### src/rtl/p3_operand_stage.sv
// -----------------------------------------------------------------------------
// p3_operand_stage
//
// Operand-fetch and sequencing stage in front of the P3 16-bit ALU
// (ALU ops: 00 add, 01 sub, 10 and, 11 not-B; Z = result==0).
//
// It holds an 8 x 16 register file and takes one command at a time over
// cmd_valid/cmd_ready. Each command is sequenced as:
//   IDLE -> RD_A -> RD_B -> EXEC -> WB -> IDLE
// One command is accepted every 5 cycles at most.
//
// Configuration macro:
//   P3_SHIFTER_EN  defined   : cmd_shift selects none/LSL1/LSR1/ASR1 on B
//                  undefined : no shifter, Bin = B when bsel=0, cmd_shift
//                              has no effect
//
// Ports:
//   clk, rst_n          clock, asynchronous active-low reset
//   cmd_valid/ready     command handshake (ready only in IDLE)
//   cmd_op              ALU operation, latched and driven on ALUop
//   cmd_rn / cmd_rm     A / B source registers
//   cmd_rd              destination register
//   cmd_shift           B shift select (only with P3_SHIFTER_EN)
//   cmd_asel            1: Ain forced to zero
//   cmd_bsel            1: Bin = sign-extended cmd_imm, shifter bypassed
//   cmd_imm             5-bit immediate
//   cmd_wb              1: write C to R[rd] in WB; 0: compare only
//   ext_we/waddr/wdata  external register write port, active in every state
//   Ain, Bin, ALUop     operands and operation to the external ALU
//   alu_out, alu_z      result and zero flag from the external ALU
//   C, Z                result and status registers, captured in EXEC
//   done                high for the single WB cycle
// -----------------------------------------------------------------------------
module p3_operand_stage #(
  parameter int DATA_W = 16,
  parameter int ADDR_W = 3
) (
  input  logic              clk,
  input  logic              rst_n,
  input  logic              cmd_valid,
  output logic              cmd_ready,
  input  logic [1:0]        cmd_op,
  input  logic [ADDR_W-1:0] cmd_rn,
  input  logic [ADDR_W-1:0] cmd_rm,
  input  logic [ADDR_W-1:0] cmd_rd,
  input  logic [1:0]        cmd_shift,
  input  logic              cmd_asel,
  input  logic              cmd_bsel,
  input  logic [4:0]        cmd_imm,
  input  logic              cmd_wb,
  input  logic              ext_we,
  input  logic [ADDR_W-1:0] ext_waddr,
  input  logic [DATA_W-1:0] ext_wdata,
  output logic [DATA_W-1:0] Ain,
  output logic [DATA_W-1:0] Bin,
  output logic [1:0]        ALUop,
  input  logic [DATA_W-1:0] alu_out,
  input  logic              alu_z,
  output logic [DATA_W-1:0] C,
  output logic              Z,
  output logic              done
);

  localparam int NREG = 1 << ADDR_W;

  typedef enum logic [2:0] {
    IDLE = 3'd0,
    RD_A = 3'd1,
    RD_B = 3'd2,
    EXEC = 3'd3,
    WB   = 3'd4
  } state_t;

  state_t state_reg, state_next;

  // Command fields latched on accept
  logic [1:0]        op_reg;
  logic [ADDR_W-1:0] rn_reg;
  logic [ADDR_W-1:0] rm_reg;
  logic [ADDR_W-1:0] rd_reg;
  logic              asel_reg;
  logic              bsel_reg;
  logic [4:0]        imm_reg;
  logic              wb_reg;
`ifdef P3_SHIFTER_EN
  logic [1:0]        shift_reg;
`else
  // cmd_shift has no effect in this build
  logic              unused_shift;
  assign unused_shift = ^cmd_shift;
`endif

  // Datapath registers
  logic [DATA_W-1:0] a_reg;
  logic [DATA_W-1:0] b_reg;
  logic [DATA_W-1:0] c_reg;
  logic              z_reg;

  // Register file; cleared by reset, so kept in flops rather than RAM
  logic [DATA_W-1:0] rf [NREG];

  logic              accept;
  logic              wb_we;
  logic [DATA_W-1:0] imm_ext;
  logic [DATA_W-1:0] b_shifted;

  assign accept = cmd_valid && (state_reg == IDLE);
  assign wb_we  = (state_reg == WB) && wb_reg;

  // ---------------------------------------------------------------------------
  // FSM
  // ---------------------------------------------------------------------------
  always_ff @(posedge clk or negedge rst_n) begin
    if (!rst_n) begin
      state_reg <= IDLE;
    end else begin
      state_reg <= state_next;
    end
  end

  always_comb begin
    state_next = state_reg;
    cmd_ready  = 1'b0;
    done       = 1'b0;
    unique case (state_reg)
      IDLE: begin
        cmd_ready = 1'b1;
        if (cmd_valid) state_next = RD_A;
      end
      RD_A: state_next = RD_B;
      RD_B: state_next = EXEC;
      EXEC: state_next = WB;
      WB: begin
        done       = 1'b1;
        state_next = IDLE;
      end
      default: state_next = IDLE;
    endcase
  end

  // ---------------------------------------------------------------------------
  // Command latch and operand / result registers
  // ---------------------------------------------------------------------------
  always_ff @(posedge clk or negedge rst_n) begin
    if (!rst_n) begin
      op_reg    <= '0;
      rn_reg    <= '0;
      rm_reg    <= '0;
      rd_reg    <= '0;
      asel_reg  <= 1'b0;
      bsel_reg  <= 1'b0;
      imm_reg   <= '0;
      wb_reg    <= 1'b0;
`ifdef P3_SHIFTER_EN
      shift_reg <= '0;
`endif
      a_reg     <= '0;
      b_reg     <= '0;
      c_reg     <= '0;
      z_reg     <= 1'b0;
    end else begin
      if (accept) begin
        op_reg    <= cmd_op;
        rn_reg    <= cmd_rn;
        rm_reg    <= cmd_rm;
        rd_reg    <= cmd_rd;
        asel_reg  <= cmd_asel;
        bsel_reg  <= cmd_bsel;
        imm_reg   <= cmd_imm;
        wb_reg    <= cmd_wb;
`ifdef P3_SHIFTER_EN
        shift_reg <= cmd_shift;
`endif
      end
      // Reads take the pre-edge register contents, so an external write on
      // the same edge is not visible to this load.
      if (state_reg == RD_A) a_reg <= rf[rn_reg];
      if (state_reg == RD_B) b_reg <= rf[rm_reg];
      if (state_reg == EXEC) begin
        c_reg <= alu_out;
        z_reg <= alu_z;
      end
    end
  end

  // ---------------------------------------------------------------------------
  // Register file writes: the writeback is issued after the external write
  // so that it takes priority when both target the same register.
  // ---------------------------------------------------------------------------
  always_ff @(posedge clk or negedge rst_n) begin
    if (!rst_n) begin
      for (int i = 0; i < NREG; i++) begin
        rf[i] <= '0;
      end
    end else begin
      if (ext_we) rf[ext_waddr] <= ext_wdata;
      if (wb_we)  rf[rd_reg]    <= c_reg;
    end
  end

  // ---------------------------------------------------------------------------
  // Operand muxes (continuous; only sampled by the ALU result capture in EXEC)
  // ---------------------------------------------------------------------------
  assign imm_ext = {{(DATA_W-5){imm_reg[4]}}, imm_reg};

`ifdef P3_SHIFTER_EN
  always_comb begin
    b_shifted = b_reg;
    unique case (shift_reg)
      2'b01:   b_shifted = {b_reg[DATA_W-2:0], 1'b0};
      2'b10:   b_shifted = {1'b0, b_reg[DATA_W-1:1]};
      2'b11:   b_shifted = {b_reg[DATA_W-1], b_reg[DATA_W-1:1]};
      default: b_shifted = b_reg;
    endcase
  end
`else
  assign b_shifted = b_reg;
`endif

  assign Ain   = asel_reg ? '0 : a_reg;
  assign Bin   = bsel_reg ? imm_ext : b_shifted;
  assign ALUop = op_reg;
  assign C     = c_reg;
  assign Z     = z_reg;

endmodule

### config.mk
export PLATFORM = sky130hd
export DESIGN_NAME = p3_operand_stage
export DESIGN_NICKNAME = d
export VERILOG_FILES = /design/src/rtl/p3_operand_stage.sv
export SDC_FILE = /design/constraint.sdc
export NUM_CORES = 1
export LEC_CHECK = 0
export CORE_MARGIN = 2
export CORE_UTILIZATION = 37
export CTS_BUF_LIST = sky130_fd_sc_hd__clkbuf_4 sky130_fd_sc_hd__clkbuf_8
export CTS_CLUSTER_DIAMETER = 30
export DETAILED_ROUTE_END_ITERATION = 8
export MAX_ROUTING_LAYER = met4
export SLEW_MARGIN = 20
export SYNTH_ARGS = -nofsm -noshare
export SYNTH_HDL_FRONTEND = slang
export SYNTH_SLANG_ARGS = --single-unit
### constraint.sdc
create_clock -name clk -period 1.6 [get_ports clk]
set_input_delay 0.16 -clock clk [delete_from_list [all_inputs] [get_ports clk]]
set_output_delay 0.16 -clock clk [all_outputs]
set_load 0.005 [all_outputs]
==> summary.txt, run 1 <==
Run status
  – Status: finished with violations
  – Failing checks: setup timing

Clock tree
  – CTS Buffer Depth: 2
  – Clock-pin slew on the worst setup and hold paths: 0.12 ns
  – Root Driver: clkbuf_8
  – Clock sink count: 199
  – CTS tree: yes
  – Clk_lat worst skew: 0.50 ns
  – TritonCTS Buffers: 17
  – H-tree levels: 4

Yosys
  – Synth unique cells: 34
  – Dominant cells by area after synthesis: dfrtp_1, mux2_2, mux2i_1
  – Synth Flop Type: dfrtp_1
  – Post-synth EDFFs: 0
  – Post-synth top area cell: dfrtp_1
  – Syn. warnings: 0
  – Post-Synthesis Cells: 899
  – Post-Syn Area: 0.0115 mm^2
  – Sequential area share after synthesis: 43.3%
  – Post-synthesis register bit count: 199
  – Synth async-reset ratio: 100%
  – Post-synth net total: 960
  – Top-area cell type share of the netlist area: 43.3%
  – Avg Synthesized Cell Area: 12.8 um^2

STA
  – Final min period: 1.76 ns
  – Clock skew: 0.0226 ns
  – Setup violations, final: 198
  – Final hold vios: 0
  – Fin crit share: 110%
  – Slew Limit Fails: 0
  – RSZ-0062 raised after global routing: yes
  – Rel. slew slack: 72.3%
  – Worst slew pin tran: 0.414 ns
  – Setup TNS: -15.45 ns
  – Worst hold slack: 0.128 ns
  – Post-route setup slack: -0.160 ns
  – F_max: 568 MHz

Floorplanning
  – Initial Util: 37.6%
  – Core ar.: 0.0306 mm^2
  – Chip width: 180 um
  – # rows: 64
  – Top-Level Pins: 114
  – Die footprint: 0.0325 mm^2
  – Die H: 180 um

Placement
  – Post-place setup slack: -0.538 ns
  – Port bufs: 111
  – DP HPWL: 22.0 mm
  – RePlAce Congestion: 0.772
  – Placed inst area: 0.0139 mm^2

Layout
  – Post-route cell area: 0.0158 mm^2
  – Biggest register: rf
  – Max reg flops: 128
  – ANT cells: 0
  – Fillers: 2635
  – Post-layout nets: 1127
  – Layout cells sized above 1: 59.8%
  – Area delta synth->final: 37.2%
  – Most frequent cells in the layout: mux2_2, dfrtp_1, mux2_4
  – Commonest non-fill, non-tap cell in the layout: mux2_2

Critical path
  – Worst R2R Path Depth: 5
  – Worst R2R Start: state_reg[1]
  – Critical Path Start Type: register
  – Critical Path Max Stage Delay: 0.45 ns
  – Cells along the critical path: and4bb_4 -> buf_12 -> nand3_4 -> clkbuf_16 -> mux2_4
  – Slowest CP cell: and4bb_4
  – Worst EP required: 1.99 ns
  – R2r endpoint: rf[36]
  – CP Max Fanout: 8
  – Worst setup path category: reg2reg
  – Internal reg-to-reg setup slack: -0.16 ns
  – CP arrival: 2.15 ns
  – CP Capture Type: register

Flow run
  – MaxCap Viol Count: 0

Min path
  – HP Class: in2async

Routing
  – Vias: 8262
  – Post-DRT Antenna Nets: 0
  – DR top layer: met4
  – Met1 wire length: 17.4 mm
  – DR WL met2: 17.3 mm
  – Vias per cell: 5.60
  – Iter 0 DRT Violations: 459
  – DRC Markers: 0
  – DR WL met3: 1.78 mm
  – Average wire per standard cell: 25.4 um
  – Initial DRT Pass Iterations: 5
  – WL final: 37.4 mm

Global route
  – Global route overflow: 0
  – Tot GR Track Use: 23.6%
  – Initial antenna violation count: 0
  – First-pass GRT wire length: 56.1 mm
  – Largest net degree at the start of global routing: 46
  – Vias in the first global route: 8738

Pwr
  – Lkg Pwr: 7.24 nW
  – Power Density: 1970 mW/mm^2
  – Worst VDD drop: 0.757 mV
  – Tot Pwr: 31.1 mW
logic make-up after synthesis:
| group | share of synthesized area (%) |
|---|---|
| AND/OR/NAND/NOR | 5.36 |
| flip-flops | 43.3 |
| XOR/XNOR | 0.0762 |
| buffers and inverters | 3.31 |
| AO/OA/AOI/OAI | 6.79 |
| multiplexers | 41.2 |
what timing repair did:
item | CTS | global route
hold buffers | 1 | 0
cloned | 10 | 4
endpoints found under the setup margin | 103 | 231
endpoints found under the hold margin | 199 | 0
pin swaps | 36 | 20
buffers inserted | 23 | 1
resized for setup | 339 | 104
critical path: cells and delay by family (launching register included):
| family | cells | cell delay, ns |
|---|---|---|
| DFF | 1 | 0.40 |
| and+or+nand+nor | 2 | 0.56 |
| buffers and inverters | 2 | 0.37 |
| muxes | 1 | 0.30 |
cell type report:
type | instances | area, um^2 | area share (%)
clock buffers | 19 | 262 | 1.66
clock inverters | 13 | 183 | 1.16
inverters | 13 | 48.8 | 0.309
multi-input cells | 620 | 7220 | 45.8
flip-flops and latches | 199 | 4990 | 31.6
well taps | 396 | 495 | 3.14
repair buffers | 215 | 2580 | 16.3
power by group:
part / internal [mW] / switching [mW]
Sequential: 7.24 / 2.05
Clock: 1.68 / 2.03
Combinational: 10.2 / 7.95
synthesized netlist by cell type, drive strengths merged (12+ instances only):
cell type    n
buf         43
mux2       360
mux2i       64
o21ai       12
o31ai       32
dfrtp      199
inv         13
nor2b       20
a22o        32
clkbuf      25
nand2       37
o22ai       32
metrics by stage:
| stage | cells | utilization [%] |
|---|---|---|
| global placement | 1410 | 45.4 |
| global route | 1475 | 51.6 |
| CTS | 1475 | 50.3 |
| floorplan | 899 | - |
| detailed placement | 1410 | 45.4 |
| finish | 1475 | 51.6 |
worst max-delay path by stage:
stage,start,endpoint,cells after the start
finish,state_reg[1],rf[36],5
floorplan,state_reg[0],rf[22],6
detailed placement,ext_waddr[0],rf[50],6
global placement,ext_waddr[0],rf[89],6
global route,state_reg[1],rf[47],5
CTS,bsel_reg,Bin[2],4
layer usage:
metal,vias up,track usage [%]
met5,-,-
met4,0,9.13
met3,60,4.30
met2,222,35.2
met1,4295,31.9
li1,3685,-
No activity file was read; power rests on OpenSTA's default activity.
==> inputs of run 2 (changes only) <==
==> constraint.sdc (replaced) <==
create_clock -name clk -period 1.6 [get_ports clk]
set_input_delay 0.32 -clock clk [delete_from_list [all_inputs] [get_ports clk]]
set_output_delay 0.32 -clock clk [all_outputs]
set_load 0.005 [all_outputs]
==> run 2 against run 1 <==
The flow still finishes with violations (setup timing); sequential share of layout area up 0.11 points; clock skew down 0.0052 ns; setup slack worse by 0.17 ns; maximum frequency down 8.6%; die area unchanged; sequential power down 1%; critical endpoint is now Bin[2].
==> summary.txt, run 2 (synthesis gave the netlist of run 1 again) <==
Pwr
  – Lkg Pwr: 7.11 nW
  – Tot Pwr: 30.2 mW
  – P_int: 18.5 mW
  – Sequential power share: 30.3%
  – Clk pwr share: 11.0%
  – Power Density: 1920 mW/mm^2
  – NetSw: 11.7 mW
  – Comb pwr share: 58.7%
  – Switching Share: 38.7%
  – Worst VDD drop: 0.757 mV

Routing
  – Initial DRT Pass Iterations: 5
  – DRC Markers: 0
  – Vias: 8378
  – WL final: 37.6 mm
  – Vias per cell: 5.56
  – Post-DRT Antenna Nets: 0
  – Iter 0 DRT Violations: 528
  – Average wire per standard cell: 25.0 um

Layout
  – Biggest register: rf
  – Post-route cell area: 0.0157 mm^2
  – Max reg flops: 128
  – Commonest non-fill, non-tap cell in the layout: mux2_2
  – Most frequent cells in the layout: mux2_2, dfrtp_1, mux2_4
  – Layout cells sized above 1: 60.3%
  – Post-layout nets: 1158
  – Area delta synth->final: 36.6%
  – Final cell count without fillers: 1506
  – ANT cells: 0

Global route
  – Initial antenna violation count: 0
  – Tot GR Track Use: 23.9%
  – Vias in the first global route: 8831
  – First-pass GRT wire length: 57.1 mm
  – Largest net degree at the start of global routing: 46
  – Global route overflow: 0

Critical path
  – CP Capture Type: output pin
  – CP arrival: 1.61 ns
  – Internal reg-to-reg setup slack: -0.19 ns
  – Worst R2R Path Depth: 7
  – Worst setup path category: reg2out
  – Critical Path Start Type: register
  – R2r endpoint: rf[20]
  – Worst R2R Start: state_reg[2]
  – CP Max Fanout: 3
  – Worst EP required: 1.28 ns

Clock tree
  – Clk_lat worst skew: 0.49 ns
  – Root Driver: clkbuf_8
  – CTS Buffer Depth: 2
  – H-tree levels: 4
  – Clock-pin slew on the worst setup and hold paths: 0.10 ns
  – TritonCTS Buffers: 17
  – CTS tree: yes
  – Clock sink count: 199

STA
  – Final min period: 1.93 ns
  – Worst slew pin tran: 0.444 ns
  – Setup TNS: -24.63 ns
  – Final hold vios: 0
  – Fin crit share: 120%
  – Rel. slew slack: 70.4%
  – Setup violations, final: 193
  – Clock skew: 0.0173 ns
  – F_max: 519 MHz
  – Post-route setup slack: -0.326 ns
  – Slew Limit Fails: 0
  – RSZ-0062 raised after global routing: yes

Floorplanning
  – Die H: 180 um
  – Die footprint: 0.0325 mm^2
  – Initial Util: 37.6%
  – Chip width: 180 um
  – # rows: 64
  – Core ar.: 0.0306 mm^2
  – Top-Level Pins: 114

Run status
  – Failing checks: setup timing
  – Status: finished with violations

Placement
  – Placed cell count: 1427
  – Post-place setup slack: -0.778 ns
  – RePlAce Congestion: 0.786
  – Placed inst area: 0.0142 mm^2
  – DP HPWL: 22.1 mm
  – Port bufs: 111

Flow run
  – MaxCap Viol Count: 0

Min path
  – HP Class: in2async
## run 2: cell types whose count changed in the layout (fill, tap and decap cells not counted), moves of 5 or more
cell / delta
buf_2: +5
buf_4: +23
buf_6: +8
clkdlybuf4s50_1: -17
dlygate4sd2_1: +20
mux2_2: +38
mux2_4: -38
## run 2: critical path, stage by stage, from the launching register on
cell	delay, ns
dfrtp_2	0.46
buf_6	0.13
buf_6	0.12
mux2_4	0.30
buf_6	0.12
## run 2: area by class of cell
type | instances | area (um^2)
fillers | 2672 | 14900
multi-input cells | 619 | 6980
flip-flops and latches | 199 | 4980
repair buffers | 247 | 2800
well taps | 396 | 495
clock buffers | 23 | 304
clock inverters | 9 | 91.3
inverters | 13 | 48.8
## run 2: how the worst max path moves through the flow
stage	start	end	slack, ns	depth (start not counted)
6_report	bsel_reg	Bin[2]	-0.33	4
2_1_floorplan	ext_waddr[0]	rf[118]	-0.18	5
3_5_place_dp	ext_waddr[0]	rf[85]	-0.78	6
3_3_place_gp	ext_waddr[0]	rf[81]	-0.71	6
5_1_grt	bsel_reg	Bin[2]	-0.37	4
4_1_cts	bsel_reg	Bin[3]	-0.37	4
## run 2: stage by stage
stage | util [%] | hold WS (ns)
6_report | 51.3 | 0.352
5_1_grt | 51.3 | 0.371
4_1_cts | 50.3 | 0.337
3_5_place_dp | 46.3 | 0.304
3_3_place_gp | 46.3 | 0.310
2_1_floorplan | - | 0.0244
## run 2: repair_timing
item / 4_1_cts / 5_1_grt
endpoints found under the setup margin: 199 / 213
cloned: 13 / 2
hold endpoints to repair: 38 / 0
gates resized for setup: 279 / 86
hold buffers: 1 / 0
pin swaps: 36 / 26
buffers inserted: 31 / 4
## run 2: power by group through the flow
stage / logic, mW / clock network (mW) / registers, mW
finish: 17.7 / 3.32 / 9.17
global route: 18.8 / 3.62 / 9.45
CTS: 16.8 / 3.43 / 8.96
detailed placement: 14.8 / 0 / 8.97
global placement: 14.6 / 0 / 8.90
floorplan: 9.21 / 0 / 8.65
## run 2: routing by layer
| metal | wire length [um] | GRT usage [%] | share of wire, % |
|---|---|---|---|
| met3 | 1230 | 2.97 | 3.3 |
| met1 | 17500 | 32.5 | 47 |
| met4 | 822 | 6.16 | 2.2 |
| met5 | 0 | - | 0 |
| met2 | 18000 | 37.9 | 48 |
==> inputs of run 3 (changes only) <==
- CORE_ASPECT_RATIO: not set -> 1.4
- CORE_MARGIN: 2 -> 3
==> run 3 against run 2 <==
Global-route usage shrank 1.8 points; flip-flop and latch count stayed put; hold slack got worse by 0.017 ns; the flow still finishes with violations (setup timing); sequential share of layout area is 0.56 points higher; sequential power is 1% lower; core utilization is 0.46 points lower; register-to-register slack got worse by 0.04 ns.
==> summary.txt, run 3 (synthesis gave the netlist of run 1 again) <==
Pwr
  – Switching Share: 38.7%
  – Worst VDD drop: 0.863 mV
  – Lkg Pwr: 7.03 nW
  – Power Density: 1890 mW/mm^2
  – Sequential power share: 31.2%
  – NetSw: 11.3 mW
  – Clk pwr share: 11.3%
  – Comb pwr share: 57.6%
  – P_int: 17.9 mW

Floorplanning
  – Top-Level Pins: 114
  – Core ar.: 0.0303 mm^2
  – Die footprint: 0.0333 mm^2
  – Die H: 215 um
  – Initial Util: 37.9%
  – Chip width: 155 um
  – # rows: 75

STA
  – Setup violations, final: 190
  – RSZ-0062 raised after global routing: yes
  – Clock skew: 0.0116 ns
  – Post-route setup slack: -0.291 ns
  – F_max: 529 MHz
  – Worst slew pin tran: 0.512 ns
  – Worst hold slack: 0.334 ns
  – Fin crit share: 118%
  – Slew Limit Fails: 0
  – Rel. slew slack: 65.8%
  – Final hold vios: 0
  – Final min period: 1.89 ns

Critical path
  – Worst EP required: 1.28 ns
  – Largest delay share family, worst path: flip-flops
  – CP Max Fanout: 4
  – Critical Path Max Stage Delay: 0.42 ns
  – Origin of the worst setup path: bsel_reg
  – Slowest CP cell: dfrtp_1
  – Worst R2R Path Depth: 8
  – Internal reg-to-reg setup slack: -0.23 ns
  – Cells along the critical path: buf_6 -> buf_6 -> mux2_4 -> buf_6
  – Worst setup path category: reg2out
  – R2r endpoint: rf[95]
  – End point of the critical path: Bin[3]
  – Stages on worst setup path: 4
  – CP arrival: 1.57 ns
  – Worst path most repeated cell: buf_6
  – Crit path buf inv count: 3
  – Critical Path Start Type: register
  – Worst R2R Start: state_reg[0]
  – CP Capture Type: output pin

Flow run
  – MaxCap Viol Count: 0

Layout
  – Commonest non-fill, non-tap cell in the layout: mux2_2
  – Post-layout nets: 1147
  – Fillers: 2663
  – Layout cells sized above 1: 56.5%
  – Post-layout util: 50.9%
  – Area delta synth->final: 34.2%
  – Most frequent cells in the layout: mux2_2, dfrtp_1, mux2_4
  – ANT cells: 0
  – Max reg flops: 128
  – Biggest register: rf

Clock tree
  – Clock-pin slew on the worst setup and hold paths: 0.11 ns
  – Clock sink count: 199
  – CTS tree: yes
  – H-tree levels: 4
  – TritonCTS Buffers: 17
  – CTS Buffer Depth: 2
  – Clk_lat worst skew: 0.50 ns
  – Root Driver: clkbuf_8

Global route
  – Largest net degree at the start of global routing: 49
  – Global route overflow: 0
  – Tot GR Track Use: 22.1%
  – First-pass GRT wire length: 54.1 mm
  – Vias in the first global route: 8701
  – Initial antenna violation count: 0

Placement
  – DP HPWL: 23.1 mm
  – RePlAce Congestion: 0.823
  – Port bufs: 111

Routing
  – Iter 0 DRT Violations: 403
  – Average wire per standard cell: 25.0 um
  – Vias per cell: 5.59
  – Initial DRT Pass Iterations: 5
  – WL final: 37.1 mm
  – DRC Markers: 0
  – Vias: 8300
  – Post-DRT Antenna Nets: 0

Run status
  – Failing checks: setup timing
  – Status: finished with violations

Min path
  – HP Class: in2async
==> run 3: cell count changes in the layout (fill, tap and decap cells not counted), sizes merged <==
cell / change
clkbuf: +1
buf: -19
clkinv: -1
bufbuf: +2
bufinv: -1
inv: +7
==> run 3: metal layers <==
| layer | track usage (%) | up-vias | part of all wire (%) |
|---|---|---|---|
| met2 | 36.8 | 224 | 50 |
| met1 | 26.7 | 4285 | 41 |
| li1 | - | 3725 | - |
| met5 | - | - | 0 |
| met3 | 3.09 | 66 | 4.2 |
| met4 | 9.60 | 0 | 4.3 |
==> run 3: stage by stage <==
step           std cells  setup WS [ns]  area [um^2]  power [mW]  TNS (ns)
2_1_floorplan        899         -0.180        11800        17.9     -6.77
3_3_place_gp        1419         -0.639        14200        23.6    -73.05
3_5_place_dp        1419         -0.675        14200        23.9    -76.12
4_1_cts             1476         -0.302        14900        27.6    -31.74
5_1_grt             1484         -0.354        15400        30.7    -44.29
6_report            1484         -0.291        15400        29.1    -29.95
==> run 3: what timing repair did <==
item	4_1_cts	5_1_grt
cloned	6	5
resized for setup	217	91
endpoints found under the setup margin	173	184
pin swaps	6	12
buffers inserted	18	4
hold buffers	1	0
hold endpoints to repair	38	0
==> run 3: worst min path at each step <==
stage               cells after the start  startpoint        to
global placement                        1       rst_n  b_reg[9]
finish                                  2       rst_n  b_reg[9]
floorplan                               0       rst_n  ALUop[0]
CTS                                     2       rst_n  b_reg[9]
global route                            2       rst_n  b_reg[9]
detailed placement                      1       rst_n  b_reg[9]
==> run 3: layout make-up <==
class | count | area (um^2) | share of cell area (%)
multi-input cells | 619 | 6850 | 44.4
flip-flops and latches | 199 | 4980 | 32.3
repair buffers | 236 | 2680 | 17.4
well taps | 385 | 482 | 3.12
clock buffers | 18 | 248 | 1.61
clock inverters | 14 | 133 | 0.860
inverters | 13 | 48.8 | 0.316
==> run 3: power groups by stage <==
stage                     Sequential (mW)  Combinational [mW]  Clock [mW]
after floorplan                      8.65                9.21           0
after global placement               9.00                14.6           0
after detailed placement             9.08                14.8           0
after CTS                            8.99                15.2        3.35
after global routing                 9.34                17.9        3.55
final                                9.07                16.8        3.28
